$ cat src/rtl/trap_csr_unit_if.sv
// Trap handler / CSR execution unit connection bundle for trap_csr_unit.
// The master side drives the trap, xret and CSR requests; the slave side returns the trap control view.
interface trap_csr_unit_if;
    logic        IN_trapValid;
    logic [31:0] IN_trapPC;
    logic [3:0]  IN_trapCause;
    logic        IN_trapDelegate;
    logic        IN_trapIsInterrupt;
    logic        IN_xretValid;
    logic        IN_xretIsSret;
    logic        IN_retIsSret;
    logic        IN_csrWe;
    logic [11:0] IN_csrAddr;
    logic [31:0] IN_csrWData;
    logic [2:0]  IN_irq;
    logic [31:0] OUT_csrRData;
    logic        OUT_csrIllegal;
    logic [1:0]  OUT_priv;
    logic [29:0] OUT_mtvec;
    logic [29:0] OUT_stvec;
    logic [30:0] OUT_retvec;
    logic [15:0] OUT_mideleg;
    logic [15:0] OUT_medeleg;
    logic        OUT_interruptPending;
    logic [3:0]  OUT_interruptCause;
    logic        OUT_interruptDelegate;

    modport master (
        output IN_trapValid, IN_trapPC, IN_trapCause, IN_trapDelegate, IN_trapIsInterrupt,
               IN_xretValid, IN_xretIsSret, IN_retIsSret, IN_csrWe, IN_csrAddr, IN_csrWData, IN_irq,
        input  OUT_csrRData, OUT_csrIllegal, OUT_priv, OUT_mtvec, OUT_stvec, OUT_retvec,
               OUT_mideleg, OUT_medeleg, OUT_interruptPending, OUT_interruptCause, OUT_interruptDelegate
    );

    modport slave (
        input  IN_trapValid, IN_trapPC, IN_trapCause, IN_trapDelegate, IN_trapIsInterrupt,
               IN_xretValid, IN_xretIsSret, IN_retIsSret, IN_csrWe, IN_csrAddr, IN_csrWData, IN_irq,
        output OUT_csrRData, OUT_csrIllegal, OUT_priv, OUT_mtvec, OUT_stvec, OUT_retvec,
               OUT_mideleg, OUT_medeleg, OUT_interruptPending, OUT_interruptCause, OUT_interruptDelegate
    );
endinterface

$ cat src/rtl/trap_csr_unit.sv
// Machine/supervisor trap state: privilege, status bits, epc/cause/tvec, delegation and interrupt arbitration.
// CSR port is combinational on read and applies writes at the clock edge; trap/xret updates override overlapping fields.
module trap_csr_unit #(
    parameter logic [31:0] MTVEC_RESET = 32'h0000_0000
) (
    input logic          clk,
    input logic          rst,
    trap_csr_unit_if.slave bus
);
    typedef enum logic [1:0] {
        PRIV_U = 2'd0,
        PRIV_S = 2'd1,
        PRIV_M = 2'd3
    } priv_e;

    localparam logic [15:0] IRQ_MASK     = 16'h0AAA;
    localparam logic [15:0] S_IRQ_MASK   = 16'h0222;
    localparam logic [15:0] MEDELEG_MASK = 16'hF7FF;

    priv_e       priv;
    logic        st_mie, st_sie, st_mpie, st_spie, st_spp;
    logic [1:0]  st_mpp;
    logic [31:1] mepc, sepc;
    logic [31:2] mtvec, stvec;
    logic        mcause_int, scause_int;
    logic [3:0]  mcause_code, scause_code;
    logic [15:0] mie_r, mideleg, medeleg, soft_ip;
    logic [31:0] mscratch, sscratch;
    logic        int_pending, int_delegate;
    logic [3:0]  int_cause;

    logic [31:0] mstatus_rd, rdata;
    logic [15:0] mip_v, pend, m_cand, s_cand;
    logic [4:0]  m_pick, s_pick;
    logic        hit, illegal, csr_wr;
    logic [31:0] wd;
    logic        unused_pc0;

    assign wd         = bus.IN_csrWData;
    assign unused_pc0 = bus.IN_trapPC[0];

    assign mstatus_rd = {19'b0, st_mpp, 2'b0, st_spp, st_mpie, 1'b0, st_spie, 1'b0,
                         st_mie, 1'b0, st_sie, 1'b0};
    assign mip_v = soft_ip | {4'b0, bus.IN_irq[2], 3'b0, bus.IN_irq[1], 3'b0, bus.IN_irq[0], 3'b0};

    always_comb begin
        rdata = '0;
        hit   = 1'b1;
        unique case (bus.IN_csrAddr)
            12'h300: rdata = mstatus_rd;
            12'h100: rdata = mstatus_rd & 32'h0000_0122;
            12'h302: rdata = {16'b0, medeleg};
            12'h303: rdata = {16'b0, mideleg};
            12'h304: rdata = {16'b0, mie_r};
            12'h104: rdata = {16'b0, mie_r & S_IRQ_MASK};
            12'h305: rdata = {mtvec, 2'b0};
            12'h105: rdata = {stvec, 2'b0};
            12'h340: rdata = mscratch;
            12'h140: rdata = sscratch;
            12'h341: rdata = {mepc, 1'b0};
            12'h141: rdata = {sepc, 1'b0};
            12'h342: rdata = {mcause_int, 27'b0, mcause_code};
            12'h142: rdata = {scause_int, 27'b0, scause_code};
            12'h344: rdata = {16'b0, mip_v};
            12'h144: rdata = {16'b0, mip_v & S_IRQ_MASK};
            default: hit = 1'b0;
        endcase
    end

    assign illegal = !hit || (bus.IN_csrAddr[9:8] > priv);
    assign csr_wr  = bus.IN_csrWe && !illegal;

    // Fixed priority within a level: 11, 3, 7, 9, 1, 5; bit 4 flags a winner.
    function automatic logic [4:0] pick(input logic [15:0] v);
        logic [4:0] r;
        r = '0;
        if (v[11])     r = {1'b1, 4'd11};
        else if (v[3]) r = {1'b1, 4'd3};
        else if (v[7]) r = {1'b1, 4'd7};
        else if (v[9]) r = {1'b1, 4'd9};
        else if (v[1]) r = {1'b1, 4'd1};
        else if (v[5]) r = {1'b1, 4'd5};
        return r;
    endfunction

    assign pend   = mip_v & mie_r;
    assign m_cand = ((priv != PRIV_M) || st_mie) ? (pend & ~mideleg) : '0;
    assign s_cand = ((priv == PRIV_U) || ((priv == PRIV_S) && st_sie)) ? (pend & mideleg) : '0;
    assign m_pick = pick(m_cand);
    assign s_pick = pick(s_cand);

    // CSR write first so a same-cycle trap/xret overrides the fields it owns, using pre-edge values.
    always_ff @(posedge clk) begin
        if (rst) begin
            priv         <= PRIV_M;
            st_mie       <= 1'b0;
            st_sie       <= 1'b0;
            st_mpie      <= 1'b0;
            st_spie      <= 1'b0;
            st_spp       <= 1'b0;
            st_mpp       <= PRIV_U;
            mepc         <= '0;
            sepc         <= '0;
            mcause_int   <= 1'b0;
            mcause_code  <= '0;
            scause_int   <= 1'b0;
            scause_code  <= '0;
            mtvec        <= MTVEC_RESET[31:2];
            stvec        <= '0;
            mie_r        <= '0;
            mideleg      <= '0;
            medeleg      <= '0;
            soft_ip      <= '0;
            mscratch     <= '0;
            sscratch     <= '0;
            int_pending  <= 1'b0;
            int_cause    <= '0;
            int_delegate <= 1'b0;
        end else begin
            if (csr_wr) begin
                unique case (bus.IN_csrAddr)
                    12'h300: begin
                        st_sie  <= wd[1];
                        st_mie  <= wd[3];
                        st_spie <= wd[5];
                        st_mpie <= wd[7];
                        st_spp  <= wd[8];
                        st_mpp  <= (wd[12:11] == 2'b10) ? 2'b00 : wd[12:11];
                    end
                    12'h100: begin
                        st_sie  <= wd[1];
                        st_spie <= wd[5];
                        st_spp  <= wd[8];
                    end
                    12'h302: medeleg <= wd[15:0] & MEDELEG_MASK;
                    12'h303: mideleg <= wd[15:0] & IRQ_MASK;
                    12'h304: mie_r <= wd[15:0] & IRQ_MASK;
                    12'h104: mie_r <= (mie_r & ~S_IRQ_MASK) | (wd[15:0] & S_IRQ_MASK);
                    12'h305: mtvec <= wd[31:2];
                    12'h105: stvec <= wd[31:2];
                    12'h340: mscratch <= wd;
                    12'h140: sscratch <= wd;
                    12'h341: mepc <= wd[31:1];
                    12'h141: sepc <= wd[31:1];
                    12'h342: begin
                        mcause_int  <= wd[31];
                        mcause_code <= wd[3:0];
                    end
                    12'h142: begin
                        scause_int  <= wd[31];
                        scause_code <= wd[3:0];
                    end
                    12'h344, 12'h144: soft_ip <= wd[15:0] & S_IRQ_MASK;
                    default: ;
                endcase
            end

            if (bus.IN_trapValid) begin
                if (bus.IN_trapDelegate) begin
                    sepc        <= bus.IN_trapPC[31:1];
                    scause_int  <= bus.IN_trapIsInterrupt;
                    scause_code <= bus.IN_trapCause;
                    st_spie     <= st_sie;
                    st_sie      <= 1'b0;
                    st_spp      <= priv[0];
                    priv        <= PRIV_S;
                end else begin
                    mepc        <= bus.IN_trapPC[31:1];
                    mcause_int  <= bus.IN_trapIsInterrupt;
                    mcause_code <= bus.IN_trapCause;
                    st_mpie     <= st_mie;
                    st_mie      <= 1'b0;
                    st_mpp      <= priv;
                    priv        <= PRIV_M;
                end
            end else if (bus.IN_xretValid) begin
                if (bus.IN_xretIsSret) begin
                    priv    <= st_spp ? PRIV_S : PRIV_U;
                    st_sie  <= st_spie;
                    st_spie <= 1'b1;
                    st_spp  <= 1'b0;
                end else begin
                    priv    <= priv_e'(st_mpp);
                    st_mie  <= st_mpie;
                    st_mpie <= 1'b1;
                    st_mpp  <= PRIV_U;
                end
            end

            if (m_pick[4]) begin
                int_pending  <= 1'b1;
                int_cause    <= m_pick[3:0];
                int_delegate <= 1'b0;
            end else if (s_pick[4]) begin
                int_pending  <= 1'b1;
                int_cause    <= s_pick[3:0];
                int_delegate <= 1'b1;
            end else begin
                int_pending  <= 1'b0;
                int_cause    <= '0;
                int_delegate <= 1'b0;
            end
        end
    end

    assign bus.OUT_csrRData          = rdata;
    assign bus.OUT_csrIllegal        = illegal;
    assign bus.OUT_priv              = priv;
    assign bus.OUT_mtvec             = mtvec;
    assign bus.OUT_stvec             = stvec;
    assign bus.OUT_retvec            = bus.IN_retIsSret ? sepc : mepc;
    assign bus.OUT_mideleg           = mideleg;
    assign bus.OUT_medeleg           = medeleg;
    assign bus.OUT_interruptPending  = int_pending;
    assign bus.OUT_interruptCause    = int_cause;
    assign bus.OUT_interruptDelegate = int_delegate;
endmodule

$ cat src/flat_wrapper.sv
// flat-port wrapper written by rule: the top's interface ports become plain ports
module trap_csr_unit_flat 
#(
    parameter logic [31:0] MTVEC_RESET = 32'h0000_0000
)
  (clk, rst, bus_IN_trapValid, bus_IN_trapPC, bus_IN_trapCause, bus_IN_trapDelegate, bus_IN_trapIsInterrupt, bus_IN_xretValid, bus_IN_xretIsSret, bus_IN_retIsSret, bus_IN_csrWe, bus_IN_csrAddr, bus_IN_csrWData, bus_IN_irq, bus_OUT_csrRData, bus_OUT_csrIllegal, bus_OUT_priv, bus_OUT_mtvec, bus_OUT_stvec, bus_OUT_retvec, bus_OUT_mideleg, bus_OUT_medeleg, bus_OUT_interruptPending, bus_OUT_interruptCause, bus_OUT_interruptDelegate);
  trap_csr_unit_if bus_i ();
  input logic clk;
  input logic rst;
  input wire logic [$bits(bus_i.IN_trapValid)-1:0] bus_IN_trapValid;
  input wire logic [$bits(bus_i.IN_trapPC)-1:0] bus_IN_trapPC;
  input wire logic [$bits(bus_i.IN_trapCause)-1:0] bus_IN_trapCause;
  input wire logic [$bits(bus_i.IN_trapDelegate)-1:0] bus_IN_trapDelegate;
  input wire logic [$bits(bus_i.IN_trapIsInterrupt)-1:0] bus_IN_trapIsInterrupt;
  input wire logic [$bits(bus_i.IN_xretValid)-1:0] bus_IN_xretValid;
  input wire logic [$bits(bus_i.IN_xretIsSret)-1:0] bus_IN_xretIsSret;
  input wire logic [$bits(bus_i.IN_retIsSret)-1:0] bus_IN_retIsSret;
  input wire logic [$bits(bus_i.IN_csrWe)-1:0] bus_IN_csrWe;
  input wire logic [$bits(bus_i.IN_csrAddr)-1:0] bus_IN_csrAddr;
  input wire logic [$bits(bus_i.IN_csrWData)-1:0] bus_IN_csrWData;
  input wire logic [$bits(bus_i.IN_irq)-1:0] bus_IN_irq;
  output wire logic [$bits(bus_i.OUT_csrRData)-1:0] bus_OUT_csrRData;
  output wire logic [$bits(bus_i.OUT_csrIllegal)-1:0] bus_OUT_csrIllegal;
  output wire logic [$bits(bus_i.OUT_priv)-1:0] bus_OUT_priv;
  output wire logic [$bits(bus_i.OUT_mtvec)-1:0] bus_OUT_mtvec;
  output wire logic [$bits(bus_i.OUT_stvec)-1:0] bus_OUT_stvec;
  output wire logic [$bits(bus_i.OUT_retvec)-1:0] bus_OUT_retvec;
  output wire logic [$bits(bus_i.OUT_mideleg)-1:0] bus_OUT_mideleg;
  output wire logic [$bits(bus_i.OUT_medeleg)-1:0] bus_OUT_medeleg;
  output wire logic [$bits(bus_i.OUT_interruptPending)-1:0] bus_OUT_interruptPending;
  output wire logic [$bits(bus_i.OUT_interruptCause)-1:0] bus_OUT_interruptCause;
  output wire logic [$bits(bus_i.OUT_interruptDelegate)-1:0] bus_OUT_interruptDelegate;
  assign bus_i.IN_trapValid = bus_IN_trapValid;
  assign bus_i.IN_trapPC = bus_IN_trapPC;
  assign bus_i.IN_trapCause = bus_IN_trapCause;
  assign bus_i.IN_trapDelegate = bus_IN_trapDelegate;
  assign bus_i.IN_trapIsInterrupt = bus_IN_trapIsInterrupt;
  assign bus_i.IN_xretValid = bus_IN_xretValid;
  assign bus_i.IN_xretIsSret = bus_IN_xretIsSret;
  assign bus_i.IN_retIsSret = bus_IN_retIsSret;
  assign bus_i.IN_csrWe = bus_IN_csrWe;
  assign bus_i.IN_csrAddr = bus_IN_csrAddr;
  assign bus_i.IN_csrWData = bus_IN_csrWData;
  assign bus_i.IN_irq = bus_IN_irq;
  assign bus_OUT_csrRData = bus_i.OUT_csrRData;
  assign bus_OUT_csrIllegal = bus_i.OUT_csrIllegal;
  assign bus_OUT_priv = bus_i.OUT_priv;
  assign bus_OUT_mtvec = bus_i.OUT_mtvec;
  assign bus_OUT_stvec = bus_i.OUT_stvec;
  assign bus_OUT_retvec = bus_i.OUT_retvec;
  assign bus_OUT_mideleg = bus_i.OUT_mideleg;
  assign bus_OUT_medeleg = bus_i.OUT_medeleg;
  assign bus_OUT_interruptPending = bus_i.OUT_interruptPending;
  assign bus_OUT_interruptCause = bus_i.OUT_interruptCause;
  assign bus_OUT_interruptDelegate = bus_i.OUT_interruptDelegate;
  trap_csr_unit #(.MTVEC_RESET(MTVEC_RESET)) u_core (.clk(clk), .rst(rst), .bus(bus_i));
endmodule
$ cat config.mk
export PLATFORM = sky130hd
export DESIGN_NAME = trap_csr_unit_flat
export DESIGN_NICKNAME = d
export VERILOG_FILES = /design/src/rtl/trap_csr_unit_if.sv /design/src/rtl/trap_csr_unit.sv /design/src/flat_wrapper.sv
export SDC_FILE = /design/constraint.sdc
export NUM_CORES = 1
export LEC_CHECK = 0
export BUFFER_PORTS_ARGS = -buffer_cell sky130_fd_sc_hd__buf_2
export CAP_MARGIN = 20
export CORE_ASPECT_RATIO = 1.2
export CORE_MARGIN = 4
export CORE_UTILIZATION = 40
export DETAILED_ROUTE_END_ITERATION = 10
export PLACE_DENSITY = 0.6
export SYNTH_ARGS = -nofsm -noshare
export SYNTH_HDL_FRONTEND = slang
export SYNTH_SLANG_ARGS = --single-unit
$ cat constraint.sdc
create_clock -name clk -period 2.8 [get_ports clk]
set_input_delay 0.28 -clock clk [delete_from_list [all_inputs] [get_ports clk]]
set_output_delay 0.28 -clock clk [all_outputs]
set_load 0.005 [all_outputs]
## Word level (Yosys, flattened, before mapping)

Index checks and enable logic that the tools add are counted.

| storage, ports and cells | value |
|---|---|
| bits in registers | 251 |
| input bits | 92 |
| output and inout port bits | 164 |
| word-level logic and storage cells | 160 |

| cells by class | value |
|---|---|
| magnitude comparators | 1 |
| equal/unequal tests | 19 |
| muxes and demuxes | 88 |
| bitwise logic cells | 6 |
| reductions and logical operators | 22 |

Operators by type and width:

| cell | number |
|---|---|
| 32-bit one-hot mux with 16 select lines | 1 |
| 31-bit two-way mux | 9 |
| 12-bit by 10-bit equality test with 1-bit output, second input constant | 9 |
| 12-bit by 9-bit equality test with 1-bit output, second input constant | 7 |
| 5-bit two-way mux | 12 |
| 1-bit two-way mux | 42 |
| 4-bit two-way mux | 10 |
| 12-bit bitwise AND | 3 |
| 16-bit one-hot mux with 2 select lines | 1 |
| 12-bit two-way mux | 2 |
| 2-bit two-way mux | 11 |
| 16-bit by 10-bit bitwise OR with 16-bit output | 1 |
| 2-bit AND reduction | 8 |
| 16-bit OR reduction | 1 |
| 12-bit inverter | 1 |
| 10-bit by 12-bit bitwise OR with 12-bit output | 1 |
| 2-bit OR reduction | 3 |
| 2-bit nonzero test | 2 |
| 1-bit logical OR | 3 |
| 2-bit by 1-bit equality test with 1-bit output, second input constant | 1 |
| 2-bit equality test, second input constant | 1 |
| 2-bit greater-than comparator | 1 |
| 1-bit logical AND | 2 |
| 1-bit zero test | 2 |
| other kinds (2) | 2 |

## Longest topological paths before layout

| depth | value |
|---|---|
| word-level depth | 12 |
| mapped depth | 10 |
| gate-level depth less buffers | 7 |

## Least setup slack after synthesis

OpenSTA, ideal clock, no wires.

| timing | value |
|---|---|
| path type | register to register |
| start | register u_core.priv[1], in the netlist u_core.bus.OUT_priv[1] |
| end | register u_core.mcause_code[2] |
| setup time | 0.086 ns |
| data arrival time | 2.379 ns |
| data required time | 2.714 ns |
| path slack | 0.336 ns |
| cell stages (with the launch flop) | 10 |
| buffers on the path | 2 |
| clock period less this slack | 2.464 ns |
| cell sequence | dfxtp_1 > inv_1 > ha_1 > nor2b_1 > o21ai_0 > clkbuf_1 > clkbuf_1 > nand3_1 > mux2i_1 > a211oi_1 |

| between the ends | value |
|---|---|
| word-level cells in the longest chain between the ends | 7 |

RTL lines:

| element | RTL line | text |
|---|---|---|
| start: declaration | trap_csr_unit.sv:20 | `priv_e priv;` |
| start signal: assignment | trap_csr_unit.sv:178 | `priv <= st_spp ? PRIV_S : PRIV_U;` |
| start signal: assignment | trap_csr_unit.sv:183 | `priv <= priv_e'(st_mpp);` |
| 2-bit greater-than comparator * | trap_csr_unit.sv:70 | `assign illegal = !hit \|\| (bus.IN_csrAddr[9:8] > priv);` |
| 1-bit logical OR * | trap_csr_unit.sv:70 |  |
| 1-bit zero test * | trap_csr_unit.sv:71 | `assign csr_wr = bus.IN_csrWe && !illegal;` |
| 1-bit logical AND * | trap_csr_unit.sv:71 |  |
| 4-bit two-way mux * | trap_csr_unit.sv:120 | `if (csr_wr) begin` |
| 4-bit two-way mux | trap_csr_unit.sv:159 | `if (bus.IN_trapDelegate) begin` |
| 4-bit two-way mux * | trap_csr_unit.sv:158 | `if (bus.IN_trapValid) begin` |
| end signal: assignment | trap_csr_unit.sv:147 | `mcause_code <= wd[3:0];` |
| end signal: assignment | trap_csr_unit.sv:170 | `mcause_code <= bus.IN_trapCause;` |
| end: declaration | trap_csr_unit.sv:26 | `logic [3:0] mcause_code, scause_code;` |

Every way passes the cells marked *; elsewhere a longest branch is shown, timed or not.
A chain may end at the register's enable or synchronous reset.

## Final worst setup path

| timing | value |
|---|---|
| start | input bus_IN_csrAddr[7] |
| end | output bus_OUT_csrRData[1] |

| between the ends | value |
|---|---|
| word-level cells in the longest chain between the ends | 2 |
| elaborated cells on any way between the ends | 17 |
| classes of those cells | eq/ne: 16; mux: 1 |

RTL lines:

| element | RTL line | text |
|---|---|---|
| start: declaration | flat_wrapper.sv:19 | `input wire logic [$bits(bus_i.IN_csrAddr)-1:0] bus_IN_csrAddr;` |
| 12-bit by 9-bit equality test with 1-bit output or 12-bit by 10-bit equality test with 1-bit output (tied branches) | trap_csr_unit.sv:49 | `unique case (bus.IN_csrAddr)` |
| 32-bit one-hot mux with 16 select lines * | trap_csr_unit.sv:49 |  |
| end: declaration | flat_wrapper.sv:22 | `output wire logic [$bits(bus_i.OUT_csrRData)-1:0] bus_OUT_csrRData;` |

Marked as above.

==> flow_summary.yaml <==
synthesis:
  synth_sequential_area_ratio_pct: 41.9
  yosysTopAreaCellShare_pct: 41.9
  netlist_area_um2: 11500
  cell_taking_the_most_area_after_synthesis: "sky130_fd_sc_hd__dfxtp_1"
  synth-async-reset-ratio_pct: 0
  ys_seq_elements: 240
  syn-mean-instance-area_um2: 7.79
  synth_area_leaders: "sky130_fd_sc_hd__dfxtp_1 42%, sky130_fd_sc_hd__nand2_1 15%, sky130_fd_sc_hd__a21oi_1 6.5%"
  syn_inst: 1470
  number_of_enable_type_register_cells_in_the_synthesized_netlist: 0
  postSynth.topFlopCell: "sky130_fd_sc_hd__dfxtp_1"
  synthesis.yosys.warnings: 0
  yosysUniqueCellTypes: 59
drt:
  number_of_nets_with_antenna_violations_after_routing: 0
  num_vias: 12100
  detailedRoute.firstIterationViolations: 1433
  drt_drc_violations_left: 0
  routed_wl_um: 45400
  vias_per_cell: 5.84
  wl_per_cell_um: 21.9
  drtPass1Iterations: 7
pwr:
  total_power_mw: 7.93
  power_report.internal_total_mw: 6.00
  net_switching_power_figure_mw: 1.93
  irDropWorstVdd_uv: 403
  clock_power_share_pct: 47.7
  power.share.switching_pct: 24.3
  sequentialPowerShare_pct: 44.8
  p_per_cell_area_nw_per_um2: 558
  total_leakage_power_nw: 5.72
  comb_power_share_pct: 7.5
sta:
  fin_hold_ws_ns: 0.0220
  tns_setup_ns: 0
  worst_pin_slew_ns: 0.905
  setup-violations-final: 0
  final_min_period_over_clock_period_pct: 96.0
  finalHoldViolCount: 0
  final_setup_skew_ns: 0.00906
  clock.fmax_mhz: 372
  fin_crit_ns: 2.69
  finalMaxSlewViolations: 0
  rsz0062_at_grt: "no"
  slew_headroom_pct: 39.7
clock_tree:
  clk_pin_slew_ns: 0.06
  cts_setup_buffers: 0
  cts-htree-levels: 1
  cts_hold_repair.buffers: 0
  tritoncts_num_sinks: 240
  tritoncts_clock_tree: "done"
  clk-insertion-delay-late_ns: 0.54
  cts_root_buffer: "sky130_fd_sc_hd__clkbuf_16"
  numCtsBuffers: 27
  ctsResizeCount: 0
  cts-root-to-sink-buffers: 3
finish:
  fillCellCount: 2754
  synthToLayoutAreaGrowth_pct: 24.1
  instances_no_fill: 2075
  area_taken_by_multi_input_logic_gates_um2: 6100
  final_layout_size_suffix_gt1_share_pct: 24.2
  nNetsFinal: 1768
  layout.area.seq_um2: 4800
grt:
  global_route_usage_sum_pct: 27.4
  grt_overflow: 0
  grt_pass1_vias: 11500
  grt_max_degree: 103
  antenna_violations_before_repair: 3
  grt_first_pass_wirelength_um: 68600
floorplanning:
  die_x_um: 162
  dieArea_um2: 31400
  io_pins: 256
  fp.coreArea_um2: 28100
  initial_core_util_pct: 40.8
  die_height_um: 193
  placementRows: 67
job:
  drv.max_cap_violation_count: 0
worst_setup_path:
  worstSetupStartpointType: "input pin"
  crit_required_ns: 2.52
  timing.critical_path.to_type: "output port"
  data_arrival_at_the_endpoint_of_the_critical_path_ns: 2.41
  timing.critical_path.slowest_stage_cell: "sky130_fd_sc_hd__or4b_1"
  cpPeakStageDelay_ns: 0.75
  critPathKind: "input pin to output port"
  critical_path.max_fanout: 10
  path_cells: "buf_2 -> or4b_1 -> buf_4 -> nor3_2 -> buf_4 -> nand2_1 -> o2111ai_1 -> buf_2"
outcome:
  run_status: "complete, no violations"
place:
  hpwl_um: 29900
  gp_congestion: 0.937
  placement.io_buffers: 243
  placedCellCount: 2024
worst_hold_path:
  hp-class: "input pin to register"
critical path, delay by kind of cell:
| family | cells | cell delay [ns] |
|---|---|---|
| compound gates | 1 | 0.14 |
| buf+inv | 4 | 0.84 |
| simple gates | 3 | 1.14 |
kinds of logic (layout without fill, tap and decap cells):
logic type      after synthesis  count (layout)  share of synthesized area, %
compound gates              341             341                          20.6
fa+ha+maj                     2               2                         0.218
flops                       240             240                          41.9
other cells                   1              14                        0.0327
mux                          75              75                          6.90
simple gates                662             662                          24.7
buf+inv                     149             362                          5.65
metrics by stage:
stage | cell area, µm² | util, % | worst slack, ns
2_1_floorplan | 11500 | - | 0.336
3_3_place_gp | 13300 | 47.3 | 0.170
3_5_place_dp | 13300 | 47.3 | 0.139
4_1_cts | 14200 | 50.6 | 0.146
5_1_grt | 14200 | 50.6 | 0.0463
6_report | 14200 | 50.6 | 0.113
final timing paths:
kind | cells after the start | from | to | slack (ns)
setup / recovery | 8 | bus_IN_csrAddr[7] | bus_OUT_csrRData[1] | 0.11
setup reg to reg | 9 | u_core.bus.OUT_priv[1] | u_core.sepc[14] | 0.37
hold reg to reg | 2 | u_core.sscratch[31] | u_core.sscratch[31] | 0.45
hold / removal | 3 | bus_IN_csrWData[0] | u_core.bus.OUT_medeleg[0] | 0.02
metal layers:
layer / vias to the layer above / wire length [µm] / global-route usage [%]
met1: 5801 / 18300 / 36.0
met2: 597 / 21700 / 45.6
met4: 2 / 1640 / 10.2
met5: - / 12 / 0
li1: 5614 / - / -
met3: 99 / 3720 / 3.79
synth_stat cells, types with 5 or more instances:
| cell type | n |
|---|---|
| sky130_fd_sc_hd__a211oi_1 | 11 |
| sky130_fd_sc_hd__a21oi_1 | 148 |
| sky130_fd_sc_hd__a222oi_1 | 42 |
| sky130_fd_sc_hd__a22oi_1 | 27 |
| sky130_fd_sc_hd__a311oi_1 | 66 |
| sky130_fd_sc_hd__a31oi_1 | 6 |
| sky130_fd_sc_hd__and3_1 | 6 |
| sky130_fd_sc_hd__buf_1 | 8 |
| sky130_fd_sc_hd__buf_2 | 13 |
| sky130_fd_sc_hd__buf_4 | 19 |
| sky130_fd_sc_hd__clkbuf_1 | 103 |
| sky130_fd_sc_hd__dfxtp_1 | 240 |
| sky130_fd_sc_hd__inv_1 | 6 |
| sky130_fd_sc_hd__mux2_2 | 32 |
| sky130_fd_sc_hd__mux2i_1 | 43 |
| sky130_fd_sc_hd__nand2_1 | 448 |
| sky130_fd_sc_hd__nand2b_1 | 7 |
| sky130_fd_sc_hd__nand3_1 | 35 |
| sky130_fd_sc_hd__nand3b_1 | 5 |
| sky130_fd_sc_hd__nand4_1 | 6 |
| sky130_fd_sc_hd__nor2_1 | 104 |
| sky130_fd_sc_hd__nor3_1 | 14 |
| sky130_fd_sc_hd__nor3b_1 | 6 |
| sky130_fd_sc_hd__o21ai_0 | 14 |
power by group through the flow:
stage	sequential, mW	combinational (mW)	clock [mW]
after floorplan	3.60	0.330	0
after global placement	3.62	0.583	0
after detailed placement	3.63	0.590	0
after CTS	3.55	0.592	3.81
after global routing	3.56	0.646	3.93
final	3.55	0.597	3.78
final cells by class:
cell class	count	area share (%)
inverters	6	0.158
clock buffers	39	5.49
repair buffers	308	13.2
well taps	379	3.34
flip-flops and latches	240	33.8
clock inverters	9	1.06
multi-input cells	1091	42.9
diodes	3	0.0528
flip-flops by register name, summed over array words and instances, names as in the netlist, 2 cells and up:
name	cells
u_core.scause_code	4
u_core.bus.OUT_interruptCause	3
u_core.bus.OUT_priv	2
u_core.bus.OUT_mideleg	6
u_core.mcause_code	4
u_core.bus.OUT_stvec	30
u_core.mie_r	6
u_core.st_mpp	2
u_core.sepc	31
u_core.mepc	31
u_core.bus.OUT_medeleg	15
u_core.soft_ip	3
u_core.mscratch	32
u_core.sscratch	32
u_core.bus.OUT_mtvec	30
layout by cell type, fill, tap and decap left out, drive strengths merged, types with 5 or more instances in the layout:
master / count
nand2: 448
buf: 308
dfxtp: 240
a21oi: 148
nor2: 104
a311oi: 66
mux2i: 43
a222oi: 42
clkbuf: 39
nand3: 35
mux2: 32
a22oi: 27
nor3: 17
o21ai: 14
a211oi: 11
conb: 11
inv: 7
nand2b: 7
nor4: 7
nand4: 6
a31oi: 6
nor3b: 6
and3: 6
nand3b: 5
Power figures use the tool's default switching activity.
